==> src/rtl/usb_reg_bridge_if.sv <==
// usb_reg_bridge_if
// Purpose: bundles the USB chip pin signals and the register-bus signals that
// usb_reg_bridge sits between. The _i/_o suffixes are from the bridge's view.
// Modports:
//   master - the bridge: samples USB pins and reg_datai, drives the register
//            bus, the data pins and their output enable.
//   slave  - the far side (USB chip pins plus register blocks, or a bench).
interface usb_reg_bridge_if #(
  parameter int pADDR_WIDTH   = 8,
  parameter int pBYTECNT_SIZE = 7
);
  logic [7:0]               cwusb_din_i;
  logic [7:0]               cwusb_dout_o;
  logic                     cwusb_isout_o;
  logic [pADDR_WIDTH-1:0]   cwusb_addr_i;
  logic                     cwusb_rdn_i;
  logic                     cwusb_wrn_i;
  logic                     cwusb_cen_i;
  logic                     cwusb_alen_i;
  logic                     fast_fifo_read_i;
  logic [pADDR_WIDTH-1:0]   reg_address_o;
  logic [pBYTECNT_SIZE-1:0] reg_bytecnt_o;
  logic [7:0]               reg_datao_o;
  logic [7:0]               reg_datai_i;
  logic                     reg_read_o;
  logic                     reg_write_o;
  logic                     reg_addrvalid_o;
  logic                     proto_err_o;

  modport master (
    input  cwusb_din_i, cwusb_addr_i, cwusb_rdn_i, cwusb_wrn_i, cwusb_cen_i,
           cwusb_alen_i, fast_fifo_read_i, reg_datai_i,
    output cwusb_dout_o, cwusb_isout_o, reg_address_o, reg_bytecnt_o,
           reg_datao_o, reg_read_o, reg_write_o, reg_addrvalid_o, proto_err_o
  );

  modport slave (
    output cwusb_din_i, cwusb_addr_i, cwusb_rdn_i, cwusb_wrn_i, cwusb_cen_i,
           cwusb_alen_i, fast_fifo_read_i, reg_datai_i,
    input  cwusb_dout_o, cwusb_isout_o, reg_address_o, reg_bytecnt_o,
           reg_datao_o, reg_read_o, reg_write_o, reg_addrvalid_o, proto_err_o
  );
endinterface

==> src/rtl/usb_reg_bridge.sv <==
// usb_reg_bridge
// Purpose: bridges the USB chip's asynchronous strobe interface onto the
// internal register bus. Strobes are synchronised onto clk_usb_i, edges are
// detected, and an FSM (IDLE/RD/TURN/WR/COMMIT) issues one-cycle reg_read /
// reg_write pulses, tracks the byte index, controls the data-pin output
// enable (with a read turnaround) and flags illegal rd+wr overlap.
// Ports:
//   clk_usb_i - USB interface clock
//   reset_i   - asynchronous active-high reset
//   bus       - usb_reg_bridge_if.master: USB pins and register bus
module usb_reg_bridge #(
  parameter int pADDR_WIDTH   = 8,
  parameter int pBYTECNT_SIZE = 7,
  parameter int pSYNC_STAGES  = 2,
  parameter int pREAD_LATENCY = 1,
  parameter int pTURNAROUND   = 2
) (
  input logic               clk_usb_i,
  input logic               reset_i,
  usb_reg_bridge_if.master  bus
);

  typedef enum logic [2:0] {IDLE, RD, TURN, WR, COMMIT} state_e;

  localparam logic [2:0] TURN_LOAD = (pTURNAROUND > 0) ? 3'(pTURNAROUND - 1) : 3'd0;

  state_e                   state_q;
  logic [2:0]               turnCnt_q;
  logic [pSYNC_STAGES-1:0]  rdnSync_q, wrnSync_q, cenSync_q, alenSync_q;
  logic                     rdnPrev_q, wrnPrev_q;
  logic [pADDR_WIDTH-1:0]   reg_address_q;
  logic [pBYTECNT_SIZE-1:0] reg_bytecnt_q;
  logic [7:0]               reg_datao_q;
  logic                     reg_write_q;
  logic                     proto_err_q;
  logic [pREAD_LATENCY-1:0] rdPipe_q;
  logic [7:0]               cwusb_dout_q;
  logic                     drive_q;
  logic                     ffrPrev_q;

  logic rdn_s, wrn_s, cen_s, alen_s;
  logic rdStart, wrStart, wrEnd, protoHit, readFire;

  assign rdn_s  = rdnSync_q[pSYNC_STAGES-1];
  assign wrn_s  = wrnSync_q[pSYNC_STAGES-1];
  assign cen_s  = cenSync_q[pSYNC_STAGES-1];
  assign alen_s = alenSync_q[pSYNC_STAGES-1];

  assign rdStart  = !cen_s && rdnPrev_q && !rdn_s;
  assign wrStart  = !cen_s && wrnPrev_q && !wrn_s;
  assign wrEnd    = !wrnPrev_q && wrn_s;
  assign protoHit = !cen_s && !rdn_s && !wrn_s;
  // A read is accepted from IDLE or TURN; reads win over writes there, and
  // an rd+wr overlap suppresses everything.
  assign readFire = !protoHit && rdStart && (state_q == IDLE || state_q == TURN);

  // Strobe synchronisers. They reset to the inactive (high) level so that
  // leaving reset with the pins idle produces no spurious edges.
  always_ff @(posedge clk_usb_i or posedge reset_i) begin
    if (reset_i) begin
      rdnSync_q  <= '1;
      wrnSync_q  <= '1;
      cenSync_q  <= '1;
      alenSync_q <= '1;
      rdnPrev_q  <= 1'b1;
      wrnPrev_q  <= 1'b1;
    end else begin
      rdnSync_q  <= {rdnSync_q[pSYNC_STAGES-2:0], bus.cwusb_rdn_i};
      wrnSync_q  <= {wrnSync_q[pSYNC_STAGES-2:0], bus.cwusb_wrn_i};
      cenSync_q  <= {cenSync_q[pSYNC_STAGES-2:0], bus.cwusb_cen_i};
      alenSync_q <= {alenSync_q[pSYNC_STAGES-2:0], bus.cwusb_alen_i};
      rdnPrev_q  <= rdn_s;
      wrnPrev_q  <= wrn_s;
    end
  end

  // Transaction FSM with registered outputs. The rd+wr overlap check sits
  // above the state case so it aborts any transaction. The alen clear is the
  // last assignment to the byte counter so it overrides any increment made
  // by the state case in the same cycle.
  always_ff @(posedge clk_usb_i or posedge reset_i) begin
    if (reset_i) begin
      state_q       <= IDLE;
      turnCnt_q     <= '0;
      reg_address_q <= '0;
      reg_bytecnt_q <= '0;
      reg_datao_q   <= '0;
      reg_write_q   <= 1'b0;
      proto_err_q   <= 1'b0;
    end else begin
      reg_write_q <= 1'b0;
      if (protoHit) begin
        proto_err_q <= 1'b1;
        state_q     <= IDLE;
      end else begin
        unique case (state_q)
          IDLE, TURN: begin
            if (rdStart) begin
              state_q       <= RD;
              reg_address_q <= bus.cwusb_addr_i;
            end else if (wrStart) begin
              state_q       <= WR;
              reg_address_q <= bus.cwusb_addr_i;
              reg_datao_q   <= bus.cwusb_din_i;
            end else if (state_q == TURN) begin
              if (turnCnt_q == 3'd0) state_q <= IDLE;
              else turnCnt_q <= turnCnt_q - 3'd1;
            end
          end
          RD: begin
            if (rdn_s) begin
              reg_bytecnt_q <= reg_bytecnt_q + 1'b1;
              turnCnt_q     <= TURN_LOAD;
              state_q       <= (pTURNAROUND == 0) ? IDLE : TURN;
            end
          end
          WR: begin
            if (wrEnd) begin
              state_q     <= COMMIT;
              reg_write_q <= 1'b1;
            end else if (!wrn_s) begin
              reg_datao_q <= bus.cwusb_din_i;
            end
          end
          COMMIT: begin
            state_q       <= IDLE;
            reg_bytecnt_q <= reg_bytecnt_q + 1'b1;
          end
          default: state_q <= IDLE;
        endcase
      end
      if (!alen_s) reg_bytecnt_q <= '0;
    end
  end

  // Read-data pipeline. Stage 0 is the reg_read pulse itself; the last stage
  // marks the cycle whose closing edge captures reg_datai, giving exactly
  // pREAD_LATENCY cycles from the pulse to the captured value.
  always_ff @(posedge clk_usb_i or posedge reset_i) begin
    if (reset_i) begin
      rdPipe_q     <= '0;
      cwusb_dout_q <= '0;
    end else begin
      rdPipe_q[0] <= readFire;
      for (int i = 1; i < pREAD_LATENCY; i++) rdPipe_q[i] <= rdPipe_q[i-1];
      if (rdPipe_q[pREAD_LATENCY-1]) cwusb_dout_q <= bus.reg_datai_i;
    end
  end

  // Fast-FIFO drive flag: armed by a rising edge of fast_fifo_read, dropped
  // as soon as the raw write strobe goes low (the clear takes priority).
  always_ff @(posedge clk_usb_i or posedge reset_i) begin
    if (reset_i) begin
      drive_q   <= 1'b0;
      ffrPrev_q <= 1'b0;
    end else begin
      ffrPrev_q <= bus.fast_fifo_read_i;
      if (!bus.cwusb_wrn_i) drive_q <= 1'b0;
      else if (bus.fast_fifo_read_i && !ffrPrev_q) drive_q <= 1'b1;
    end
  end

  // The raw wrn pin gates the streaming enable so the pins are released in
  // the same cycle the chip starts driving them.
  assign bus.cwusb_isout_o   = (state_q == RD) || (state_q == TURN) || (drive_q && bus.cwusb_wrn_i);
  assign bus.cwusb_dout_o    = drive_q ? bus.reg_datai_i : cwusb_dout_q;
  assign bus.reg_address_o   = reg_address_q;
  assign bus.reg_bytecnt_o   = reg_bytecnt_q;
  assign bus.reg_datao_o     = reg_datao_q;
  assign bus.reg_read_o      = rdPipe_q[0];
  assign bus.reg_write_o     = reg_write_q;
  assign bus.reg_addrvalid_o = (state_q != IDLE);
  assign bus.proto_err_o     = proto_err_q;

endmodule

==> src/flat_wrapper.sv <==
// flat-port wrapper written by rule: the top's interface ports become plain ports
module usb_reg_bridge_flat 
#(
  parameter int pADDR_WIDTH   = 8,
  parameter int pBYTECNT_SIZE = 7,
  parameter int pSYNC_STAGES  = 2,
  parameter int pREAD_LATENCY = 1,
  parameter int pTURNAROUND   = 2
)
  (clk_usb_i, reset_i, bus_cwusb_din_i, bus_cwusb_addr_i, bus_cwusb_rdn_i, bus_cwusb_wrn_i, bus_cwusb_cen_i, bus_cwusb_alen_i, bus_fast_fifo_read_i, bus_reg_datai_i, bus_cwusb_dout_o, bus_cwusb_isout_o, bus_reg_address_o, bus_reg_bytecnt_o, bus_reg_datao_o, bus_reg_read_o, bus_reg_write_o, bus_reg_addrvalid_o, bus_proto_err_o);
  usb_reg_bridge_if #(.pADDR_WIDTH(pADDR_WIDTH), .pBYTECNT_SIZE(pBYTECNT_SIZE)) bus_i ();
  input logic clk_usb_i;
  input logic reset_i;
  input wire logic [$bits(bus_i.cwusb_din_i)-1:0] bus_cwusb_din_i;
  input wire logic [$bits(bus_i.cwusb_addr_i)-1:0] bus_cwusb_addr_i;
  input wire logic [$bits(bus_i.cwusb_rdn_i)-1:0] bus_cwusb_rdn_i;
  input wire logic [$bits(bus_i.cwusb_wrn_i)-1:0] bus_cwusb_wrn_i;
  input wire logic [$bits(bus_i.cwusb_cen_i)-1:0] bus_cwusb_cen_i;
  input wire logic [$bits(bus_i.cwusb_alen_i)-1:0] bus_cwusb_alen_i;
  input wire logic [$bits(bus_i.fast_fifo_read_i)-1:0] bus_fast_fifo_read_i;
  input wire logic [$bits(bus_i.reg_datai_i)-1:0] bus_reg_datai_i;
  output wire logic [$bits(bus_i.cwusb_dout_o)-1:0] bus_cwusb_dout_o;
  output wire logic [$bits(bus_i.cwusb_isout_o)-1:0] bus_cwusb_isout_o;
  output wire logic [$bits(bus_i.reg_address_o)-1:0] bus_reg_address_o;
  output wire logic [$bits(bus_i.reg_bytecnt_o)-1:0] bus_reg_bytecnt_o;
  output wire logic [$bits(bus_i.reg_datao_o)-1:0] bus_reg_datao_o;
  output wire logic [$bits(bus_i.reg_read_o)-1:0] bus_reg_read_o;
  output wire logic [$bits(bus_i.reg_write_o)-1:0] bus_reg_write_o;
  output wire logic [$bits(bus_i.reg_addrvalid_o)-1:0] bus_reg_addrvalid_o;
  output wire logic [$bits(bus_i.proto_err_o)-1:0] bus_proto_err_o;
  assign bus_i.cwusb_din_i = bus_cwusb_din_i;
  assign bus_i.cwusb_addr_i = bus_cwusb_addr_i;
  assign bus_i.cwusb_rdn_i = bus_cwusb_rdn_i;
  assign bus_i.cwusb_wrn_i = bus_cwusb_wrn_i;
  assign bus_i.cwusb_cen_i = bus_cwusb_cen_i;
  assign bus_i.cwusb_alen_i = bus_cwusb_alen_i;
  assign bus_i.fast_fifo_read_i = bus_fast_fifo_read_i;
  assign bus_i.reg_datai_i = bus_reg_datai_i;
  assign bus_cwusb_dout_o = bus_i.cwusb_dout_o;
  assign bus_cwusb_isout_o = bus_i.cwusb_isout_o;
  assign bus_reg_address_o = bus_i.reg_address_o;
  assign bus_reg_bytecnt_o = bus_i.reg_bytecnt_o;
  assign bus_reg_datao_o = bus_i.reg_datao_o;
  assign bus_reg_read_o = bus_i.reg_read_o;
  assign bus_reg_write_o = bus_i.reg_write_o;
  assign bus_reg_addrvalid_o = bus_i.reg_addrvalid_o;
  assign bus_proto_err_o = bus_i.proto_err_o;
  usb_reg_bridge #(.pADDR_WIDTH(pADDR_WIDTH), .pBYTECNT_SIZE(pBYTECNT_SIZE), .pSYNC_STAGES(pSYNC_STAGES), .pREAD_LATENCY(pREAD_LATENCY), .pTURNAROUND(pTURNAROUND)) u_core (.clk_usb_i(clk_usb_i), .reset_i(reset_i), .bus(bus_i));
endmodule
==> config.mk <==
export PLATFORM = sky130hd
export DESIGN_NAME = usb_reg_bridge_flat
export DESIGN_NICKNAME = d
export VERILOG_FILES = /design/src/rtl/usb_reg_bridge_if.sv /design/src/rtl/usb_reg_bridge.sv /design/src/flat_wrapper.sv
export SDC_FILE = /design/constraint.sdc
export NUM_CORES = 1
export LEC_CHECK = 0
export CAP_MARGIN = 20
export CORE_MARGIN = 2
export CORE_UTILIZATION = 40
export CTS_CLUSTER_DIAMETER = 100
export DETAILED_ROUTE_END_ITERATION = 8
export GPL_TIMING_DRIVEN = 0
export PLACE_DENSITY = 0.7
export SLEW_MARGIN = 5
export SYNTH_ARGS = -nofsm -noshare
export SYNTH_HDL_FRONTEND = slang
export SYNTH_SLANG_ARGS = --single-unit
==> constraint.sdc <==
create_clock -name clk_usb_i -period 2.2 [get_ports clk_usb_i]
set_clock_uncertainty 0.05 [all_clocks]
set_input_delay 0.44 -clock clk_usb_i [delete_from_list [all_inputs] [get_ports clk_usb_i]]
set_output_delay 0.44 -clock clk_usb_i [all_outputs]
set_load 0.02 [all_outputs]
=== Word level (Yosys, flattened, before mapping) ===
Index checks and enable logic that the tools add are counted.

* Memories kept: 0
* Bits in registers: 52
* Output and inout bits: 36
* Bits in read-only memories: 0
* Input port bits: 31
* Memory bits (writable): 0
* Latch bits: 0

* $add $sub $neg: 2
* Bitwise operators: 1
* Reduce and logical (&&, ||, !) cells: 32
* Shift-type cells: 0
* Magnitude comparators: 0
* Multiplexer cells: 31
* Div/mod/pow operators: 0
* Equality and inequality tests: 20
* $mul: 0

{| class="wikitable"
|+ Operators by type and width
! operator !! number
|-
| 8-bit 2-to-1 mux || 7
|-
| 3-bit 2-to-1 mux || 12
|-
| 7-bit 2-to-1 mux || 3
|-
| 8-bit one-hot mux with 2 select lines || 1
|-
| 7-bit one-hot mux with 2 select lines || 1
|-
| 2-bit != test (second input constant) || 6
|-
| 1-bit logical AND || 11
|-
| 5-bit by 1-bit != test with 1-bit output (second input constant) || 2
|-
| 3-bit one-hot mux with 3 select lines || 1
|-
| 2-bit by 1-bit != test with 1-bit output (second input constant) || 4
|-
| 7-bit by 1-bit adder with 7-bit output (second input constant) || 1
|-
| 7-bit AND reduction || 1
|-
| 3-bit by 2-bit equality test with 1-bit output (second input constant) || 2
|-
| 1-bit zero test || 6
|-
| 3-bit zero test || 2
|-
| 3-bit by 1-bit != test with 1-bit output (second input constant) || 2
|-
| 3-bit one-hot mux with 2 select lines || 1
|-
| 3-bit AND reduction || 2
|-
| 6-bit AND reduction || 1
|-
| 2-bit nonzero test || 3
|-
| 1-bit 2-to-1 mux || 5
|-
| 4-bit AND reduction || 1
|-
| 3-bit by 1-bit equality test with 1-bit output (second input constant) || 1
|-
| 3-bit equality test (second input constant) || 1
|-
| 7 further kinds || 9
|}

=== Logic depth before layout (Yosys ltp) ===
* Depth after elaboration: 7
* Depth in mapped cells: 6
* Gate-level depth less buffers: 6

=== Least setup slack after synthesis ===
No wires, ideal clock.

* Path kind: reg2out
* Start point: register u_core.state_q[1]
* End point: output port bus_cwusb_isout_o
* Stages on the path, launching flop included: 5
* Required time: 1710 ps
* Data arrival time: 1256 ps
* Path slack: 454 ps
* Path through: dfrtp_1 > buf_2 > and2b_1 > nor2_1 > o21ai_0

* Longest elaborated chain between the ends: 3
* Elaborated cells between the ends (all ways): 4
* Those cells by class: eq/ne (2); reduce/logical (2)

{| class="wikitable"
|+ RTL lines
! item !! line !! RTL
|-
| start, declared || usb_reg_bridge.sv:27 || <nowiki>state_e state_q;</nowiki>
|-
| start signal, assigned || usb_reg_bridge.sv:114 || <nowiki>state_q <= (pTURNAROUND == 0) ? IDLE : TURN;</nowiki>
|-
| 3-bit by 1-bit equality test with 1-bit output / 3-bit by 2-bit equality test with 1-bit output (equally long branches) || usb_reg_bridge.sv:165 || <nowiki>assign bus.cwusb_isout_o = (state_q == RD) || (state_q == TURN) || (drive_q && bus.cwusb_wrn_i);</nowiki>
|-
| 1-bit logical OR * (2 in series) || usb_reg_bridge.sv:165 ||
|-
| end, declared || flat_wrapper.sv:23 || <nowiki>output wire logic [$bits(bus_i.cwusb_isout_o)-1:0] bus_cwusb_isout_o;</nowiki>
|}

Mark *: on every way between the ends. The rest lies on a longest branch, timed or not.

=== Worst setup path after layout ===
Same ends and word-level chain as after synthesis.

==> impl_metrics.env <==
export IMPL_overflow=0
export IMPL_yosys_area_share_simple_pct=10.9
export IMPL_synth_top_family_by_area="multiplexers"
export IMPL_power_frac_clock_pct=14.6
export IMPL_synth_cell_type_count=42
export IMPL_min_path_cells=0
export IMPL_initial_utilization_pct=41.2
export IMPL_synthToLayoutAreaGrowth_pct=38.6
export IMPL_power_density_nw_per_um2=1110
export IMPL_status="finished, final reports clean"
export IMPL_routedWlPerCell_um=13.4
export IMPL_internal_power_uw=2300
export IMPL_nNetsFinal=280
export IMPL_synth_xor_area_share_pct=0.389
export IMPL_die_area_sq_um=6250
export IMPL_ys_seq_area_share_pct=58.3
export IMPL_dp_slack_ps=-85.5
export IMPL_worst_slew_pin_slew_ps=517
export IMPL_p_comb_share_pct=45.6
export IMPL_cts_clk_slew_worst_paths_ps=80
export IMPL_worstSetupPathType="register to primary output"
export IMPL_cp_data_arrival_time_ps=1510
export IMPL_drv_cap=0
export IMPL_ios=67
export IMPL_gp_congestion=0.816
export IMPL_drive_gt1_share_pct=25.5
export IMPL_vias=1581
export IMPL_dp_hpwl_um=3150
export IMPL_dr_pass1_iters=4
export IMPL_n_antenna_cell=0
export IMPL_die_h_um=79.0
export IMPL_async_reset_ff_share_pct=100
export IMPL_rr_worst_depth=4
export IMPL_antenna_found_initial=0
export IMPL_num_fill_cells=496
export IMPL_drt_vias_per_instance=4.96
export IMPL_cp_max_fo=9
export IMPL_mostFrequentLayoutCell="clkdlybuf4s50_1"
export IMPL_clock_latency_ps=290
export IMPL_cp_num_buf_inv=2
export IMPL_wl_um=4270
export IMPL_cp_top_family="buffers and inverters"
export IMPL_grt_max_degree=30
export IMPL_die_x_um=79.0
export IMPL_synth_compound_area_share_pct=7.94
export IMPL_worstPathRequired_ps=1710
export IMPL_layout_common_cells="clkdlybuf4s50_1, dfrtp_1, mux2_2"
export IMPL_coreArea_sq_um=5470
export IMPL_netlist_area_sq_um=2250
export IMPL_synth_warnings=0
export IMPL_synth_mux_area_share_pct=17.9
export IMPL_clockBufferDepth=2
export IMPL_htreeDepth=2
export IMPL_synth_fa_ha_area_share_pct=1.67
export IMPL_drc=0
export IMPL_grtUsageTotal_pct=14.5
export IMPL_fmax_ghz=0.500
export IMPL_cts_tree="done"
export IMPL_ctsHoldBuffers=0
export IMPL_finalSetupViolCount=0
export IMPL_cts_root_buffer_cell="clkbuf_8"
export IMPL_drtAntennaViolNets=0
export IMPL_slew_headroom_pct=65.5
export IMPL_slew_viol_final=0
export IMPL_dr_first_iter_drc_count=91
export IMPL_cpPeakStageDelay_ps=360
export IMPL_numClockSinks=52
export IMPL_grt_first_pass_wirelength_um=7180
export IMPL_syn_num_nets=207
export IMPL_hold_class="register to register"
export IMPL_synthFlopType="dfrtp_1"
export IMPL_grt_pass1_vias=1622
export IMPL_crit_chain="buf_2 -> and2b_1 -> nor2_1 -> o21ai_0 -> clkbuf_2"
export IMPL_final_cell_area_sq_um=3120
export IMPL_swShare_pct=33.8
export IMPL_sequentialPowerShare_pct=39.8
export IMPL_hold_violations=0
export IMPL_netlist_instances=173
export IMPL_rsz0062_at_grt="false"
export IMPL_switching_power_uw=1170
export IMPL_numCtsBuffers=5
export IMPL_fin_crit_ps=2000
export IMPL_num_rows=27
export IMPL_cp_start_kind="register"
export IMPL_min_period_over_period_pct=91.0
export IMPL_synth_edf_count=0
export IMPL_ir_drop_mv=0.579
export IMPL_p_leak_uw=0.00137
export IMPL_portBuffers=66
export IMPL_dpl_cell_area_sq_um=3020
export IMPL_setup_ws_ps=198
export IMPL_cpMaxStageDelayCell="dfrtp_1"
export IMPL_postSynthAreaPerCell_sq_um=13.0
export IMPL_ys_seq_elements=52
export IMPL_cp_end_kind="primary output"
export IMPL_path_depth=5
-- kinds of logic (layout without fill, tap and decap cells) --
logic type,Yosys count,in the layout
AO/OA/AOI/OAI,24,24
flip-flops,52,52
multiplexers,36,36
XOR/XNOR,1,1
buffers and inverters,14,88
AND/OR/NAND/NOR,43,43
adder cells (fa/ha/maj),3,3
-- worst register-to-register path, delay by kind of cell (launching register included) --
family / cells / cell delay [ps]
simple gates: 2 / 590
flops: 1 / 580
mux: 1 / 330
compound gates: 1 / 250
-- Yosys cell counts (2+ instances only) --
cell type  count  share of area, %
dfrtp_1       42                47
mux2_2        34                17
dfstp_2       10                12
inv_1          7               1.2
nand2_1        7               1.2
nand2b_1       7               1.9
nor2_1         6               1.0
o21ai_0        6               1.3
nor2b_1        5               1.4
buf_2          4              0.89
or3_1          4               1.1
a21boi_1       3               1.0
ha_1           3               1.7
o41ai_1        3               1.2
clkbuf_1       2              0.33
mux2i_1        2              0.89
nand3_1        2              0.44
nor3_1         2              0.44
-- layer usage --
metal	vias up	routed length (um)	GRT usage (%)	part of all wire [%]
li1	758	-	-	-
met3	4	157	2.05	3.7
met2	44	2170	24.7	51
met1	775	1880	18.7	44
met4	0	57	5.34	1.3
met5	-	0	0	0
-- sequential cells by signal (all words and copies together), names as in the netlist --
name,count
u_core.rdnPrev_q,1
u_core.ffrPrev_q,1
u_core.bus.reg_read_o,1
u_core.bus.reg_datao_o,8
u_core.wrnPrev_q,1
u_core.bus.reg_write_o,1
u_core.state_q,3
u_core.bus.proto_err_o,1
u_core.alenSync_q,2
u_core.cenSync_q,2
u_core.bus.reg_address_o,8
u_core.rdnSync_q,2
u_core.drive_q,1
u_core.cwusb_dout_q,8
u_core.turnCnt_q,3
u_core.bus.reg_bytecnt_o,7
u_core.wrnSync_q,2
-- layout make-up --
type / count / area [sq um] / share of cell area, %
Tap cell: 72 / 90.1 / 2.89
Buffer: 6 / 35.0 / 1.12
Multi-Input combinational cell: 107 / 876 / 28.1
Clock buffer: 8 / 80.1 / 2.57
Timing Repair Buffer: 67 / 698 / 22.4
Sequential cell: 52 / 1320 / 42.1
Inverter: 7 / 26.3 / 0.842
-- power groups by stage --
stage / sequential, uW / clock (uW) / combinational [uW]
after floorplan: 1570 / 0 / 767
after global placement: 1380 / 0 / 1590
after detailed placement: 1400 / 0 / 1620
after CTS: 1390 / 528 / 1620
after global routing: 1420 / 564 / 1710
final: 1380 / 505 / 1580
-- path summary, 6_finish.rpt --
kind	from	endpoint	slack [ps]
setup / recovery	u_core.state_q[1]	bus_cwusb_isout_o	200
hold / removal	u_core.wrnSync_q[0]	u_core.wrnSync_q[1]	310
setup reg to reg	u_core.rdnSync_q[1]	u_core.bus.reg_datao_o[5]	300
hold reg to reg	u_core.wrnSync_q[0]	u_core.wrnSync_q[1]	310
max in group asynchronous	reset_i	u_core.wrnPrev_q	1050
min in group asynchronous	reset_i	u_core.bus.proto_err_o	450
-- stage by stage --
stage / power (uW) / utilization (%) / cells / hold slack [ps] / setup TNS (ps)
3_5_place_dp: 3020 / 55.2 / 312 / 297 / -85.5
2_1_floorplan: 2340 / - / 173 / 295 / 0
5_1_grt: 3690 / 57.0 / 319 / 313 / 0
4_1_cts: 3530 / 56.6 / 319 / 310 / 0
6_report: 3470 / 57.0 / 319 / 309 / 0
3_3_place_gp: 2980 / 54.9 / 311 / 296 / -22050
-- what timing repair did --
| item | CTS | global route |
|---|---|---|
| resized for setup | 2 | 13 |
| setup buffers | 0 | 0 |
| setup endpoints to repair | 9 | 10 |
Note: power is estimated with default switching activity, not from simulation.
